<file path="src/rtl/uart_rx_if.sv">
// ============================================================================
// Module : uart_rx_if
// Brief  : Serial line plus received-byte valid/ready handshake for uart_rx.
// Rev    : 1.0  initial release
// ============================================================================
`default_nettype none

interface uart_rx_if;
  logic       uart_rx;
  logic [7:0] data;
  logic       data_valid;
  logic       data_ready;
  logic       busy;
  logic       frame_err;
  logic       overrun;

  // master: the receiver, which produces bytes; slave: the line driver and byte consumer
  modport master (
    input  uart_rx, data_ready,
    output data, data_valid, busy, frame_err, overrun
  );

  modport slave (
    output uart_rx, data_ready,
    input  data, data_valid, busy, frame_err, overrun
  );
endinterface

`default_nettype wire

</file>
<file path="src/rtl/uart_rx.sv">
// ============================================================================
// Module : uart_rx
// Brief  : 8N1 UART receiver, mid-bit sampling, valid/ready byte output with
//          framing-error and overrun pulses.
// Rev    : 1.0  initial release
// ============================================================================
`default_nettype none

module uart_rx #(
  parameter logic [31:0] FMAX_MHz = 32'd27,
  parameter logic [31:0] BaudRate = 32'd115200
) (
  input  wire logic    clk,
  input  wire logic    rst_n,
  uart_rx_if.master    bus
);

  localparam logic [31:0] DELAY_FRAMES = (FMAX_MHz * 32'd1000000) / BaudRate;
  localparam logic [31:0] HALF_FRAMES  = DELAY_FRAMES / 32'd2;

  typedef enum logic [2:0] {
    IDLE      = 3'd0,
    START     = 3'd1,
    DATA      = 3'd2,
    STOP      = 3'd3,
    WAIT_HIGH = 3'd4
  } state_e;

  state_e      state_q, state_d;
  logic        s1_q, s2_q;
  logic [31:0] cnt_q, cnt_d;
  logic [2:0]  idx_q, idx_d;
  logic [7:0]  shift_q, shift_d;
  logic [7:0]  data_q, data_d;
  logic        valid_q, valid_d;
  logic        ferr_q, ferr_d;
  logic        ovr_q, ovr_d;

  logic        rxs;
  logic        accept;
  logic        end_half;
  logic        end_full;

  assign rxs      = s2_q;
  assign accept   = valid_q & bus.data_ready;
  assign end_half = (cnt_q + 32'd1) == HALF_FRAMES;
  assign end_full = (cnt_q + 32'd1) == DELAY_FRAMES;

  always_ff @(posedge clk or negedge rst_n) begin
    if (!rst_n) begin
      s1_q    <= 1'b1;
      s2_q    <= 1'b1;
      state_q <= IDLE;
      cnt_q   <= 32'd0;
      idx_q   <= 3'd0;
      shift_q <= 8'd0;
      data_q  <= 8'd0;
      valid_q <= 1'b0;
      ferr_q  <= 1'b0;
      ovr_q   <= 1'b0;
    end else begin
      s1_q    <= bus.uart_rx;
      s2_q    <= s1_q;
      state_q <= state_d;
      cnt_q   <= cnt_d;
      idx_q   <= idx_d;
      shift_q <= shift_d;
      data_q  <= data_d;
      valid_q <= valid_d;
      ferr_q  <= ferr_d;
      ovr_q   <= ovr_d;
    end
  end

  always_comb begin
    state_d = state_q;
    cnt_d   = cnt_q;
    idx_d   = idx_q;
    shift_d = shift_q;
    data_d  = data_q;
    valid_d = valid_q;
    ferr_d  = 1'b0;
    ovr_d   = 1'b0;

    if (accept) begin
      valid_d = 1'b0;
    end

    case (state_q)
      IDLE: begin
        cnt_d = 32'd0;
        if (!rxs) begin
          state_d = START;
        end
      end
      START: begin
        if (end_half) begin
          cnt_d = 32'd0;
          if (!rxs) begin
            state_d = DATA;
            idx_d   = 3'd0;
          end else begin
            state_d = IDLE;
          end
        end else begin
          cnt_d = cnt_q + 32'd1;
        end
      end
      DATA: begin
        if (end_full) begin
          cnt_d          = 32'd0;
          shift_d[idx_q] = rxs;
          if (idx_q == 3'd7) begin
            state_d = STOP;
          end else begin
            idx_d = idx_q + 3'd1;
          end
        end else begin
          cnt_d = cnt_q + 32'd1;
        end
      end
      STOP: begin
        if (end_full) begin
          cnt_d = 32'd0;
          if (rxs) begin
            state_d = IDLE;
            // A same-edge accept frees the holding register for the new byte
            if (!valid_q || accept) begin
              data_d  = shift_q;
              valid_d = 1'b1;
            end else begin
              ovr_d = 1'b1;
            end
          end else begin
            ferr_d  = 1'b1;
            state_d = WAIT_HIGH;
          end
        end else begin
          cnt_d = cnt_q + 32'd1;
        end
      end
      WAIT_HIGH: begin
        cnt_d = 32'd0;
        if (rxs) begin
          state_d = IDLE;
        end
      end
      default: begin
        state_d = IDLE;
        cnt_d   = 32'd0;
      end
    endcase
  end

  assign bus.data       = data_q;
  assign bus.data_valid = valid_q;
  assign bus.busy       = (state_q != IDLE);
  assign bus.frame_err  = ferr_q;
  assign bus.overrun    = ovr_q;

endmodule

`default_nettype wire

</file>
<file path="src/flat_wrapper.sv">
// flat-port wrapper written by rule: the top's interface ports become plain ports
module uart_rx_flat 
#(
  parameter logic [31:0] FMAX_MHz = 32'd27,
  parameter logic [31:0] BaudRate = 32'd115200
)
  (clk, rst_n, bus_uart_rx, bus_data_ready, bus_data, bus_data_valid, bus_busy, bus_frame_err, bus_overrun);
  uart_rx_if bus_i ();
  input  wire logic clk;
  input  wire logic rst_n;
  input wire logic [$bits(bus_i.uart_rx)-1:0] bus_uart_rx;
  input wire logic [$bits(bus_i.data_ready)-1:0] bus_data_ready;
  output wire logic [$bits(bus_i.data)-1:0] bus_data;
  output wire logic [$bits(bus_i.data_valid)-1:0] bus_data_valid;
  output wire logic [$bits(bus_i.busy)-1:0] bus_busy;
  output wire logic [$bits(bus_i.frame_err)-1:0] bus_frame_err;
  output wire logic [$bits(bus_i.overrun)-1:0] bus_overrun;
  assign bus_i.uart_rx = bus_uart_rx;
  assign bus_i.data_ready = bus_data_ready;
  assign bus_data = bus_i.data;
  assign bus_data_valid = bus_i.data_valid;
  assign bus_busy = bus_i.busy;
  assign bus_frame_err = bus_i.frame_err;
  assign bus_overrun = bus_i.overrun;
  uart_rx #(.FMAX_MHz(FMAX_MHz), .BaudRate(BaudRate)) u_core (.clk(clk), .rst_n(rst_n), .bus(bus_i));
endmodule
</file>
<file path="config.mk">
export PLATFORM = sky130hd
export DESIGN_NAME = uart_rx_flat
export DESIGN_NICKNAME = d
export VERILOG_FILES = /design/src/rtl/uart_rx_if.sv /design/src/rtl/uart_rx.sv /design/src/flat_wrapper.sv
export SDC_FILE = /design/constraint.sdc
export NUM_CORES = 1
export LEC_CHECK = 0
export ABC_AREA = 1
export BUFFER_PORTS_ARGS = -buffer_cell sky130_fd_sc_hd__buf_2
export CORE_MARGIN = 4
export CORE_UTILIZATION = 45
export DETAILED_ROUTE_END_ITERATION = 7
export GPL_ROUTABILITY_DRIVEN = 1
export HOLD_SLACK_MARGIN = 0.1
export PLACE_DENSITY_LB_ADDON = 0.15
export REMOVE_ABC_BUFFERS = 1
export SYNTH_ARGS = -nofsm -noshare
export SYNTH_HDL_FRONTEND = slang
export SYNTH_SLANG_ARGS = --single-unit
export TNS_END_PERCENT = 10
</file>
<file path="constraint.sdc">
create_clock -name clk -period 3.86 [get_ports clk]
set_clock_uncertainty 0.05 [all_clocks]
set_input_delay 0.579 -clock clk [delete_from_list [all_inputs] [get_ports clk]]
set_output_delay 0.579 -clock clk [all_outputs]
set_load 0.1 [all_outputs]
</file>
==> impl_metrics.tcl <==
set metrics [dict create \
    num-fill-cells 746 \
    pre_cts_ws_ns 1.08 \
    reg2regPathDepth 16 \
    root_buffer "clkbuf_8" \
    nets 524 \
    synthArstFlopShare_pct 100 \
    postRouteWirelength_mm 7.54 \
    rsz0062_at_grt "false" \
    die_h_um 96.3 \
    max_cap_violations 0 \
    cts_tree "done" \
    synth_edf_count 0 \
    critPathRequiredTime_ns 4.04 \
    synth.distinct_cells 31 \
    max_slew_margin_pct 27.6 \
    period_minus_slack_ns 2.79 \
    p_leak_nw 2.02 \
    grt_pass1_vias 2883 \
    grt_usage_pct 18.5 \
    seq_area_frac_synth_pct 42.2 \
    tns_ns 0 \
    wire_per_inst_um 12.2 \
    peakVddDrop_v 0.000161 \
    synth_top_area_share_pct 40.7 \
    clkTransAtPathRegs_ns 0.07 \
    synth_warnings 0 \
    final_hold_viol_count 0 \
    firstDrtPassIters 4 \
    drt_iter0_drc 89 \
    synthFlopType "dfrtp_1" \
    hold_depth 1 \
    grt_max_degree 49 \
    synthTopCellsByCount "152 x nand2_1, 86 x nor2_1, 70 x inv_1, 57 x dfrtp_1, 27 x nand3_1" \
    multi_input_area_sq_mm 0.00173 \
    initial_utilization_pct 47.3 \
    cts_setup_buffers 0 \
    syn_avg_cell_area_sq_um 7.13 \
    antenna_cells 0 \
    status "completed" \
    clock-sinks 59 \
    dieArea_sq_mm 0.00927 \
    clk_path_buf_depth 2 \
    fmaxAchievable_ghz 0.359 \
    hold_buffers 0 \
    holdCritPathClass "primary input to flop" \
    grt_overflow 0 \
    portBuffers 15 \
    fin_crit_sh_pct 72.2 \
    seq_area_sq_mm 0.00148 \
    drt-vias-per-instance 4.79 \
    tightest_slew_ns 1.09 \
    cp-end-kind "flop" \
    syn_to_final_growth_pct 11.0 \
    synth.most_common_cell "nand2_1" \
    min_from "bus_uart_rx" \
    slew_violations 0 \
    r2r_end "u_core.bus.data[1]" \
    place_inst 603 \
    yosys.area.top_type "dfrtp_1" \
    worstHoldEndpoint "u_core.s1_q" \
    io_pins 16 \
    dp_hpwl_mm 5.73 \
    ys_ff_latch 59 \
    critPathKind "flop to flop" \
    final_core_util_pct 52.5 \
    htreeDepth 3 \
    powerDensity_mw_per_mm2 311 \
    drc_errors 0 \
    drive_gt1_share_pct 13.7 \
    dr_total_vias 2963 \
    antenna_found_initial 0 \
    grt_pass1_wl_mm 13.1 \
    arrival_ns 2.97 \
    r2r-start "u_core.cnt_q[0]" \
    insertion_delay_ns 0.34 \
    netlist_instances 492 \
    die_w_um 96.3 \
    cts.repair.resized 0 \
    path_max_fanout 10 \
    synth_area_sq_mm 0.00351 \
    final-instance-count-excl-fill 619 \
    synth_area_leaders "dfrtp_1 41%, nand2_1 16%, nor2_1 9.2%, inv_1 7.5%, nand3_1 3.9%" \
    cts_buffers 9 \
    place_congestion 0.898 \
    worst_slack_ns 1.07 \
    r2r_slack_ns 1.07 \
    core_area_sq_mm 0.00741 \
    start_kind "flop" \
    fp-row-count 31 \
    setup_viol 0 \
    antenna_left 0 \
]
## worst max-delay path, stage by stage, from the launching register on
cell and delay [ns]:
dfrtp_1 0.43, ha_1 0.25, nand2_2 0.08, nor2_4 0.17, nand2_4 0.10, nor2_4 0.17
nand2_1 0.08, nand2_1 0.06, nand2_1 0.06, nor2_1 0.13, nand2_1 0.11, nor2_4 0.14
nand3_4 0.14, nor3_4 0.41, nand2_4 0.15, nand2_1 0.10, nand2_1 0.05
## report_power, final
group | switching [W] | leakage [nW] | internal [W]
clock network | 0.000268 | 0.0998 | 0.000302
registers | 0.00000125 | 0.803 | 0.000620
logic | 0.0000150 | 1.11 | 0.00000274
## per-stage QoR
stage | instance area [sq um] | power, W | hold WS (ns)
floorplan | 3480 | 0.000636 | 0.233
global placement | 3690 | 0.000652 | 0.297
detailed placement | 3690 | 0.000652 | 0.297
CTS | 3890 | 0.00123 | 0.267
global route | 3890 | 0.00126 | 0.274
finish | 3890 | 0.00121 | 0.285
## cell families after synthesis
family                     synth area share [%]
xor gates and xnor gates                   1.50
and+or+nand+nor                            41.3
AOI/OAI and AO/OA                          4.60
buffers and inverters                      8.60
adders and majority gates                  1.78
DFF                                        42.2
## registers in the layout (all words and copies together) (netlist names)
| signal | cells |
|---|---|
| u_core.bus.overrun | 1 |
| u_core.bus.frame_err | 1 |
| u_core.rxs | 1 |
| u_core.bus.data_valid | 1 |
| u_core.cnt_q | 32 |
| u_core.shift_q | 8 |
| u_core.bus.data | 8 |
| u_core.idx_q | 3 |
| u_core.s1_q | 1 |
| u_core.state_q | 3 |
## final cells by class
cell class	instances	area share [%]
clock inverters	7	1.99
flip-flops and latches	59	38.0
clock buffers	9	3.18
repair buffers	16	2.12
well taps	99	3.18
multi-input cells	355	44.4
inverters	74	7.14
## routing by layer
layer	vias up	GRT usage, %	part of all wire, %
met5	-	0	0
met4	0	9.00	2.0
met3	10	3.36	4.6
met2	45	28.9	45
met1	1359	24.5	49
li1	1549	-	-
## how the worst max path moves through the flow
stage	from	endpoint	slack, ns
2_1_floorplan	u_core.cnt_q[0]	u_core.bus.data[0]	1.49
3_3_place_gp	u_core.cnt_q[0]	u_core.bus.data[4]	1.15
3_5_place_dp	u_core.cnt_q[0]	u_core.bus.data[1]	1.08
4_1_cts	u_core.cnt_q[0]	u_core.bus.data[1]	1.08
5_1_grt	u_core.cnt_q[0]	u_core.bus.data[1]	0.74
6_report	u_core.cnt_q[0]	u_core.bus.data[1]	1.07
## cells in the final DEF (no fill, tap or decap), drive strengths merged, types with 2 or more instances in the layout
cell      n
a22oi     3
buf      16
clkbuf    9
clkinv    4
dfrtp    57
dfstp     2
ha        5
inv      75
nand2   165
nand3    29
nand3b    9
nand4     4
nor2    101
nor3      4
o21ai    24
or2       2
xnor2     2
xor2      4
Power figures use the tool's default switching activity.
